$ cat config.mk
export PLATFORM = sky130hd
export DESIGN_NAME = hamming_code_7bit
export DESIGN_NICKNAME = d
export VERILOG_FILES = /design/src/rtl/hamming_code_7bit.sv
export SDC_FILE = /design/constraint.sdc
export NUM_CORES = 1
export LEC_CHECK = 0
export BUFFER_PORTS_ARGS = -buffer_cell sky130_fd_sc_hd__buf_2
export CAP_MARGIN = 40
export CORE_MARGIN = 2
export CORE_UTILIZATION = 43
export CTS_CLUSTER_SIZE = 28
export DETAILED_ROUTE_END_ITERATION = 10
export MAX_ROUTING_LAYER = met4
export PLACE_DENSITY = 0.74
export SYNTH_ARGS = -nofsm -noshare
export SYNTH_HDL_FRONTEND = slang
export SYNTH_SLANG_ARGS = --single-unit
$ cat constraint.sdc
create_clock -name clk -period 1.8 [get_ports clk]
set_clock_uncertainty 0.15 [all_clocks]
set_input_delay 0.36 -clock clk [delete_from_list [all_inputs] [get_ports clk]]
set_output_delay 0.36 -clock clk [all_outputs]
set_load 0.05 [all_outputs]
$ cat src/rtl/hamming_code_7bit.sv
// hamming_code_7bit
// Registered Hamming(7,4) single-error-correcting decoder.
// The syndrome of D is computed combinationally.
// The corrected codeword, data nibble, syndrome and error flag are registered
// one clock after an enabled capture.
// Bit index of D and O equals the Hamming position: parity at 1, 2 and 4,
// data at 3, 5, 6 and 7.
// Build option: define HAMMING_ERR_CNT_EN to include the saturating
// corrected-word counter. Otherwise err_cnt is tied to zero.
module hamming_code_7bit (
   input  logic       clk,
   input  logic       rst,
   input  logic [7:1] D,
   input  logic       EN,
   output logic [7:1] O,
   output logic       Error,
   output logic [2:0] syndrome,
   output logic [3:0] data,
   output logic       valid,
   output logic [7:0] err_cnt
);

   logic [2:0] syn_next;
   logic [7:1] flip_mask;
   logic [7:1] corr_next;
   logic [3:0] data_next;
   logic       error_next;

   logic [7:1] o_reg;
   logic       error_reg;
   logic [2:0] syndrome_reg;
   logic [3:0] data_reg;
   logic       valid_reg;

   // Syndrome bits; each one covers the positions whose index has that bit set.
   always_comb begin
      syn_next    = 3'd0;
      syn_next[0] = D[1] ^ D[3] ^ D[5] ^ D[7];
      syn_next[1] = D[2] ^ D[3] ^ D[6] ^ D[7];
      syn_next[2] = D[4] ^ D[5] ^ D[6] ^ D[7];
   end

   // One-hot flip mask: position gi is inverted when the syndrome names it.
   // A zero syndrome matches no position, so a clean word passes through.
   genvar gi;
   generate
      for (gi = 1; gi <= 7; gi++) begin : g_flip
         localparam logic [2:0] POS = 3'(gi);
         assign flip_mask[gi] = (syn_next == POS);
      end
   endgenerate

   // Build the corrected word, the extracted data nibble and the error flag.
   // Double-bit errors are knowingly miscorrected at position S.
   always_comb begin
      corr_next  = D ^ flip_mask;
      data_next  = {corr_next[7], corr_next[6], corr_next[5], corr_next[3]};
      error_next = (syn_next != 3'd0);
   end

   // Output register: load the decode when enabled, hold otherwise.
   // valid marks only the cycle after a capture.
   always_ff @(posedge clk) begin
      if (rst) begin
         o_reg        <= 7'd0;
         error_reg    <= 1'b0;
         syndrome_reg <= 3'd0;
         data_reg     <= 4'd0;
         valid_reg    <= 1'b0;
      end else begin
         valid_reg <= EN;
         if (EN) begin
            o_reg        <= corr_next;
            error_reg    <= error_next;
            syndrome_reg <= syn_next;
            data_reg     <= data_next;
         end
      end
   end

`ifdef HAMMING_ERR_CNT_EN
   logic [7:0] cnt_reg;

   // Count corrected words on the same edge that loads Error; stick at 255.
   always_ff @(posedge clk) begin
      if (rst) begin
         cnt_reg <= 8'd0;
      end else if (EN && error_next && (cnt_reg != 8'hFF)) begin
         cnt_reg <= cnt_reg + 8'd1;
      end
   end

   assign err_cnt = cnt_reg;
`else
   assign err_cnt = 8'd0;
`endif

   assign O        = o_reg;
   assign Error    = error_reg;
   assign syndrome = syndrome_reg;
   assign data     = data_reg;
   assign valid    = valid_reg;

endmodule

=== After elaboration in Yosys (flattened, before gate mapping) ===
Cells that the tools add are included.

* Equality and inequality tests: 7
* Bitwise logic cells: 10
* Reduce and logical (&&, ||, !) cells: 1

{| class="wikitable"
|+ Operators by type and width
! kind !! count
|-
| 3-bit equality test, second input constant || 4
|-
| 1-bit bitwise XOR || 9
|-
| 7-bit bitwise XOR || 1
|-
| 3-bit by 2-bit equality test with 1-bit output, second input constant || 2
|-
| 3-bit by 1-bit equality test with 1-bit output, second input constant || 1
|-
| 3-bit nonzero test || 1
|}

* Output and inout port bits: 24
* Flip-flop bits (word level): 16
* Input bits: 10
* Word-level logic and storage cells: 23

=== Logic depth before layout (Yosys ltp) ===
Gate-level depths: netlist of run 1.

* Depth in word-level cells: 5
* Depth in mapped cells: 5
* Gate-level depth less buffers: 4

=== Worst setup path after synthesis of run 1 ===
No wires, ideal clock.

* Path type: in2reg
* From: in D[6] (netlist name)
* To: reg o_reg, in the netlist O[1]
* Required time: 1.538 ns
* Slack: 0.058 ns
* Library setup time: 0.112 ns
* Arrival time: 1.480 ns
* Cell stages on the path: 4
* Cell sequence: xnor3_2 xor2_2 o21ai_1 a2111oi_1

* Cells in the longest elaborated chain, start to end: 4
* Elaborated cells on any way between the ends: 6
* Classes of those cells: eq/ne (1); bitwise (5)

{| class="wikitable"
|+ Ends and longest elaborated chain
! what !! line !! RTL
|-
| from (decl) || 13 || <nowiki>input logic [7:1] D,</nowiki>
|-
| 1-bit bitwise XOR, on equally long branches (2 in a row) || 39, 40 ||
|-
| 3-bit by 1-bit equality test with 1-bit output (*) || 49 || <nowiki>assign flip_mask[gi] = (syn_next == POS);</nowiki>
|-
| 7-bit bitwise XOR (*) || 56 || <nowiki>corr_next = D ^ flip_mask;</nowiki>
|-
| to (signal assigned) || 73 || <nowiki>o_reg <= corr_next;</nowiki>
|-
| to (decl) || 29 || <nowiki>logic [7:1] o_reg;</nowiki>
|}

Every way passes the cells marked *; elsewhere a longest branch is shown, timed or not.
A chain may end at the register's enable or synchronous reset.

=== Worst setup path in the final report of run 1 ===
* From: in D[6] (netlist name)
* To: reg o_reg, in the netlist O[2]

* Cells in the longest elaborated chain, start to end: 4
* Elaborated cells on any way between the ends: 6
* Classes of those cells: eq/ne (1); bitwise (5)

{| class="wikitable"
|+ Ends and longest elaborated chain
! what !! line
|-
| 1-bit bitwise XOR, on equally long branches (2 in a row) || 39, 40
|-
| 3-bit by 2-bit equality test with 1-bit output (*) || 49
|-
| 7-bit bitwise XOR (*) || 56
|}

Marks and branches as above.

==> results of run 1 <==
==> layer usage <==
layer	GRT usage, %	up-vias	wire [um]
met5	-	-	0
met4	6.94	0	27
met3	3.64	5	85
met2	28.7	30	992
met1	20.2	395	854
li1	-	431	-
==> synth_stat cells <==
library cell and n:
nor3_1 4, a21oi_1 1, conb_1 1, xor2_2 2, xnor2_4 1, nand2_1 10, nor2_1 11, xor2_1 2
a2111oi_2 4, clkbuf_1 4, o21ai_1 4, and2b_1 1, buf_4 13, a2111oi_1 2, a21o_2 1, nand3_1 9
a211oi_1 8, xnor2_1 2, a21o_1 2, dfxtp_1 12, xnor3_2 1, xnor2_2 1, a311oi_1 3, nor2b_1 6
==> repair_timing <==
action                                  4_1_cts  5_1_grt
hold buffers                                  0        0
gates resized for setup                       0        1
endpoints found under the setup margin        0        1
==> path summary, 6_finish.rpt <==
| kind | start | endpoint |
|---|---|---|
| worst max register to register | O[2]$_SDFFE_PP0P_ | O[2]$_SDFFE_PP0P_ |
| worst min register to register | Error$_SDFFE_PP0P_ | Error$_SDFFE_PP0P_ |
| worst min-delay path | rst | valid$_SDFF_PP0_ |
| worst max-delay path | D[6] | O[2]$_SDFFE_PP0P_ |
==> through the flow <==
stage               std cells  power [mW]  worst slack [ns]  instance area [um2]  TNS (ns)
CTS                       167       0.900            0.0846                 1120         0
global route              167       0.956          -0.00508                 1130  -0.00508
global placement          164       0.732            -0.162                 1100    -0.844
finish                    167       0.905             0.134                 1130         0
detailed placement        164       0.737            -0.236                 1100     -1.05
floorplan                 112       0.639            0.0575                  922         0
==> where the power goes <==
part / leakage, nW / total (mW) / switching [mW] / internal, mW
Clock: 0.0138 / 0.166 / 0.0882 / 0.0776
Combinational: 0.383 / 0.439 / 0.295 / 0.144
Sequential: 0.0999 / 0.300 / 0.0112 / 0.289
==> cells by family after synthesis <==
kind of cell,after synthesis,share of synthesized area (%)
other cells,1,0.419
buf+inv,17,12.6
compound gates,25,24.0
flops,12,26.8
xor+xnor,9,15.1
simple gates,41,21.1
==> area by class of cell <==
type,count,area (um2)
clock buffer,3,22.5
fill,198,832
multi-input combinational,83,581
sequential,12,240
tap,27,33.8
timing repair buffer,42,253
==> qor.txt, run 1 <==
Period minus WS final - 1.67 ns
Total CTS buffers - 3
DPL Wire Length - 1470 um
R2R Setup Slk - 0.86 ns
Clk slew on worst S/H paths - 0.07 ns
Finished Core Util - 57.6%
Levels on crit path - 5
Slowest-stage cell, CP - xnor3_2
Wire per inst - 11.7 um
Largest vdd supply drop - 0.478 mV
Share of layout cells above drive strength 1 - 39.3%
Remaining antenna violation count - 0
Hold path depth - 2
H-Tree Depth - 1
Gr ovfl total - 0
Max frequency - 0.600 GHz
GRT Total Usage - 17.2%
#FFs+latches synth - 12
MaxCap Viol Count - 0
Vias - 861
TritonRoute pass-1 iters - 5
Worst Path Required - 1.82 ns
Worst Path Max Fanout - 7
CTS tree - done
Vias per inst - 5.16
Vias in the first global route - 779
Clock Tree Buf Depth - 2
CP startpoint kind - primary input
Status - complete, no violations
Most common cell after layout, fill and taps aside - buf_2
Area contributors post-synth - dfxtp_1 (27%), buf_4 (11%), a2111oi_2 (6.7%)
Slew Limit Fails - 0
Crit path DAT - 1.68 ns
CP top delay family - XOR/XNOR gates
I/O Pins - 34
Starting density of the core - 45.7%
Routed WL - 1960 um
IO buf count - 25
# diodes - 0
Leakage - 0.496 nW
Reg2Reg Depth - 2
DRC violations left - 0
Fin crit share - 92.5%
Netlist cell types - 24
Largest net degree at the start of global routing - 30
Core box area - 1960 um2
Largest register FFs - 7
Synthesis warning total - 0
Sequential fraction of the synthesis area - 26.8%
Hold Vio Cnt, Final - 0
PD cells - 801 nW/um2
CP bufs+invs - 1
Worst Path Class, Setup - primary input to flop
Post-CTS Setup Repair Bufs - 0
CP max stage delay - 0.51 ns
Final net count - 152
Synth-to-layout area growth - 26.1%
Drt initial violations - 13
Hold WS - 0.291 ns
Root buf cell - clkbuf_4
Critical Path, Cell by Cell - buf_2 > xnor3_2 > xor2_4 > o21ai_1 > a2111oi_1
Min-delay worst type - primary input to flop
Final Setup Violations - 0
Crit end category - flop
Die span in x - 49.6 um
Die Height - 49.6 um
Most frequent cells in the layout - buf_2 (25), buf_4 (17), dfxtp_1 (12)
Worst skew pair latency - 0.28 ns
Post-Synthesis Cells - 105
Site Rows - 16
CTS sink cnt - 12
Synthesized cell area - 896 um2
Top cell type's share of synthesized area - 26.8%
Routability cong. - 0.927
Die Area - 2460 um2
Mean Syn Cell Area - 8.53 um2
Dominant cell type by area after synthesis - dfxtp_1
First-pass GRT wire length - 3230 um
Initial antenna violation count - 0
No activity file was read; power rests on OpenSTA's default activity.
==> run 2: changes to the inputs <==
Settings changed: GPL_TIMING_DRIVEN from default to 0.
==> run 2 against run 1 <==
Effect of this change:
- sequential power about the same
- critical path type unchanged
- largest power group unchanged
- sequential share of layout area down 0.64 points
- first-iteration DRC count up 62%
- via count down 0.35%
- design area up 3.1%
- worst setup slack worse by 0.066 ns
==> qor.txt, run 2 (synthesized netlist as in run 1, its figures left out) <==
Most common cell after layout, fill and taps aside - buf_2
Sw Pwr - 0.415 mW
Core box area - 1960 um2
Routed WL - 2070 um
Seq pwr share - 31.1%
DPL Wire Length - 1430 um
Vias in the first global route - 788
Remaining antenna violation count - 0
Fin crit share - 96.2%
PD cells - 830 nW/um2
IO buf count - 23
Worst Path Class, Setup - primary input to flop
Wire per inst - 12.4 um
Largest net degree at the start of global routing - 11
Sw Ratio - 43.0%
Rel. slew slack - 61.8%
CP startpoint kind - primary input
Worst Path Required - 1.84 ns
Max frequency - 0.578 GHz
Slew Limit Fails - 0
Period minus WS final - 1.73 ns
Min-delay worst type - primary input to flop
Vias per inst - 5.14
Root buf cell - clkbuf_4
GRT Total Usage - 17.8%
Int Pwr - 0.552 mW
CP max stage delay - 0.53 ns
TritonRoute pass-1 iters - 4
Die Height - 49.6 um
# diodes - 0
Worst Setup EP - O[1]$_SDFFE_PP0P_
Drt initial violations - 21
Multi-input logic area - 613 um2
Unrepaired setup endpoints after global routing - true
Placed cell count - 162
Clock Tree Buf Depth - 2
Status - complete, no violations
Worst Path Max Fanout - 7
Crit end category - flop
CTS sink cnt - 12
Die span in x - 49.6 um
Synth-to-layout area growth - 30.0%
Post-layout instance area - 1160 um2
Largest vdd supply drop - 0.423 mV
H-Tree Depth - 1
Reg area - 240 um2
Clk slew on worst S/H paths - 0.09 ns
Tot Pwr - 0.967 mW
Combinational power share - 45.9%
Hold Vio Cnt, Final - 0
Gr ovfl total - 0
Share of layout cells above drive strength 1 - 40.7%
Die Area - 2460 um2
Placed Area - 1070 um2
Worst Setup SP - D[5]
Final non-filler cell total - 167
R2R Setup Slk - 0.86 ns
Starting density of the core - 45.7%
Site Rows - 16
Total CTS buffers - 3
DRC violations left - 0
Hold path depth - 2
Largest register FFs - 7
Fillers - 192
CTS tree - done
Worst Max-Slew Pin Slew - 0.572 ns
Reg2Reg Depth - 2
Leakage - 0.506 nW
Routability cong. - 0.872
MaxCap Viol Count - 0
Initial antenna violation count - 0
Most frequent cells in the layout - buf_2 (22), buf_4 (14), dfxtp_1 (12)
I/O Pins - 34
Worst R2R Start - O[5]$_SDFFE_PP0P_
Final Setup Violations - 0
Slowest-stage cell, CP - xnor3_2
Crit path DAT - 1.77 ns
Vias - 858
Critical Path, Cell by Cell - buf_6 > xnor3_2 > xor2_4 > o21ai_2 > a2111oi_2
Clock power frac - 23.0%
Reg2reg end - O[5]$_SDFFE_PP0P_
Final net count - 151
First-pass GRT wire length - 3340 um
Worst skew pair latency - 0.29 ns
run 2: cell types whose count changed in the layout (fill, tap and decap cells not counted), sizes merged:
cell,previous run,this run
buf,42,37
clkbuf,3,8
run 2: per-stage QoR:
stage	util [%]	hold slack [ns]	TNS (ns)	worst slack (ns)
final	59.4	0.124	0	0.0686
after global routing	59.4	0.132	-0.0298	-0.0298
after CTS	57.0	0.115	0	0.0525
after detailed placement	54.6	0.329	-1.64	-0.327
after global placement	54.6	0.323	-1.41	-0.244
after floorplan	-	0.287	0	0.0575
run 2: what timing repair did:
action                                 in CTS  in global routing
resized for setup                           1                  9
setup buffers                               0                  1
setup endpoints to repair                   1                  3
hold buffers                                0                  0
endpoints found under the hold margin       0                  0
pin swaps                                   0                  5
run 2: power by group through the flow:
stage,Combinational (mW),Sequential [mW],Clock [mW]
floorplan,0.250,0.389,0
global placement,0.402,0.306,0
detailed placement,0.407,0.307,0
CTS,0.415,0.301,0.223
global route,0.470,0.305,0.239
finish,0.443,0.301,0.223
run 2: per-layer routing:
metal / global-route usage [%] / routed length [um]
met5: - / 0
met4: 10.2 / 60
met3: 3.03 / 102
met2: 28.0 / 1010
met1: 21.5 / 899
run 2: layout make-up:
type	instances	area share [%]
Multi-Input combinational cell	83	52.6
Sequential cell	12	20.6
Timing Repair Buffer	24	11.1
Buffer	17	9.67
Clock buffer	4	3.11
Tap cell	27	2.90
run 2: critical path, delay by kind of cell:
family,cells,cell delay (ns)
compound gates,2,0.45
xor+xnor,2,0.86
buf+inv,1,0.09
run 2: how the worst min path moves through the flow:
stage / startpoint / to
after floorplan: rst / O[1]$_SDFFE_PP0P_
after global placement: syndrome[2]$_SDFFE_PP0P_ / syndrome[2]$_SDFFE_PP0P_
after detailed placement: syndrome[2]$_SDFFE_PP0P_ / syndrome[2]$_SDFFE_PP0P_
after CTS: rst / O[1]$_SDFFE_PP0P_
after global routing: rst / O[1]$_SDFFE_PP0P_
final: rst / O[1]$_SDFFE_PP0P_
==> run 3: changes to the inputs <==
Settings changed: CORE_ASPECT_RATIO from default to 0.8.
==> run 3 against run 2 <==
Effect of this change:
- the run now ends with setup timing left
- critical endpoint unchanged
- first-iteration DRC count increased by 57%
- utilization increased by 1.8 points
- critical path depth unchanged
- routed wire length increased by 9.1%
- hold slack improved by 0.020 ns
==> qor.txt, run 3 (synthesized netlist as in run 1, its figures left out) <==
Clk slew on worst S/H paths - 0.08 ns
I/O Pins - 34
Period minus WS final - 1.84 ns
Root buf cell - clkbuf_4
Worst Path Max Fanout - 7
Die span in x - 55.0 um
Most common cell after layout, fill and taps aside - buf_2
Largest vdd supply drop - 0.491 mV
# diodes - 0
DPL Wire Length - 1570 um
Site Rows - 14
Hold Crit Endpoint - O[2]$_SDFFE_PP0P_
R2R Setup Slk - 0.72 ns
Clock Tree Buf Depth - 2
CTS sink cnt - 12
Met2 routed WL - 1130 um
Synth-to-layout area growth - 31.6%
Failing checks - setup timing
Uppermost routed layer - met4
Final net count - 152
Placed Area - 1070 um2
CTS tree - done
DRC violations left - 0
Worst Path Class, Setup - primary input to flop
Most frequent cells in the layout - buf_2 (22), buf_4 (15), dfxtp_1 (12)
Crit path DAT - 1.84 ns
Drt initial violations - 33
Remaining antenna violation count - 0
Hold path depth - 2
Die Height - 44.8 um
Worst Setup SP - D[5]
Leakage - 0.518 nW
Vias - 893
Reg area - 240 um2
Die Area - 2470 um2
First-pass GRT wire length - 3350 um
Largest net degree at the start of global routing - 11
Rel. slew slack - 60.6%
Finished Core Util - 61.2%
Largest register FFs - 7
Min-delay worst type - primary input to flop
Crit end category - flop
Total CTS buffers - 3
Multi-input logic area - 619 um2
WL met1 - 896 um
Slew Limit Fails - 0
Wire per inst - 13.7 um
Met3 Routed Length - 176 um
H-Tree Depth - 1
Gr ovfl total - 0
Reg2Reg Depth - 2
Status - finished, violations left
Worst Max-Slew Pin Slew - 0.592 ns
Worst Path Required - 1.80 ns
Worst skew pair latency - 0.28 ns
Max frequency - 0.544 GHz
Fin crit share - 102%
Reg2reg end - O[1]$_SDFFE_PP0P_
PD cells - 824 nW/um2
Vias per inst - 5.41
Worst R2R Start - O[1]$_SDFFE_PP0P_
Min-delay src - rst
CP startpoint kind - primary input
Routability cong. - 0.868
Final Setup Violations - 1
GRT Total Usage - 19.4%
Vias in the first global route - 813
Post-layout instance area - 1180 um2
Post-CTS Hold Buffers - 0
IO buf count - 23
Post-layout worst setup margin - -0.0384 ns
MaxCap Viol Count - 0
Hold Vio Cnt, Final - 0
Share of layout cells above drive strength 1 - 41.8%
TritonRoute pass-1 iters - 4
Initial antenna violation count - 0
Starting density of the core - 46.5%
Routed WL - 2260 um
Fillers - 173
Core box area - 1930 um2
## run 3: cell count changes in the layout (fill, tap and decap cells not counted), sizes merged
cell and delta:
buf +1
## run 3: worst max-delay path by stage
| stage | to | slack [ns] | cells after the start |
|---|---|---|---|
| floorplan | O[1]$_SDFFE_PP0P_ | 0.06 | 4 |
| global placement | O[1]$_SDFFE_PP0P_ | -0.26 | 5 |
| detailed placement | O[2]$_SDFFE_PP0P_ | -0.29 | 5 |
| CTS | O[2]$_SDFFE_PP0P_ | 0.005 | 5 |
| global route | O[1]$_SDFFE_PP0P_ | -0.03 | 5 |
| finish | O[1]$_SDFFE_PP0P_ | -0.04 | 5 |
## run 3: metal layers
layer | GRT usage [%] | up-vias
met1 | 24.1 | 409
met3 | 4.30 | 7
met2 | 29.0 | 45
met4 | 11.2 | 0
met5 | - | -
li1 | - | 432
## run 3: layout make-up
cell class                      instances  share of cell area [%]
Clock buffer                            4                    3.08
Buffer                                 17                    9.55
Sequential cell                        12                    20.4
Tap cell                               24                    2.55
Timing Repair Buffer                   25                    11.9
Multi-Input combinational cell         83                    52.5
## run 3: where the power goes
part | switching (mW) | total [mW] | leakage [nW] | internal (mW)
logic | 0.309 | 0.448 | 0.397 | 0.139
registers | 0.0120 | 0.301 | 0.0999 | 0.289
clock network | 0.0991 | 0.222 | 0.0210 | 0.123
total | 0.420 | 0.971 | 0.518 | 0.551
## run 3: what timing repair did
action / in CTS / in global routing
gates resized for setup: 0 / 12
endpoints found under the setup margin: 0 / 6
endpoints found under the hold margin: 0 / 0
buffers inserted: 0 / 2
## run 3: critical path, cell delays in order
cell	delay (ns)
buf_8	0.08
xnor3_2	0.52
xor2_4	0.32
o21ai_1	0.13
a2111oi_1	0.42
## run 3: metrics by stage
step | total power [mW] | setup slack, ns | setup TNS [ns] | hold slack, ns | std cells
2_1_floorplan | 0.639 | 0.0575 | 0 | 0.287 | 112
3_3_place_gp | 0.709 | -0.259 | -1.46 | 0.325 | 159
3_5_place_dp | 0.719 | -0.286 | -1.76 | 0.329 | 159
4_1_cts | 0.934 | 0.00474 | 0 | 0.123 | 163
5_1_grt | 1.02 | -0.0306 | -0.0342 | 0.148 | 165
6_report | 0.971 | -0.0384 | -0.0384 | 0.144 | 165
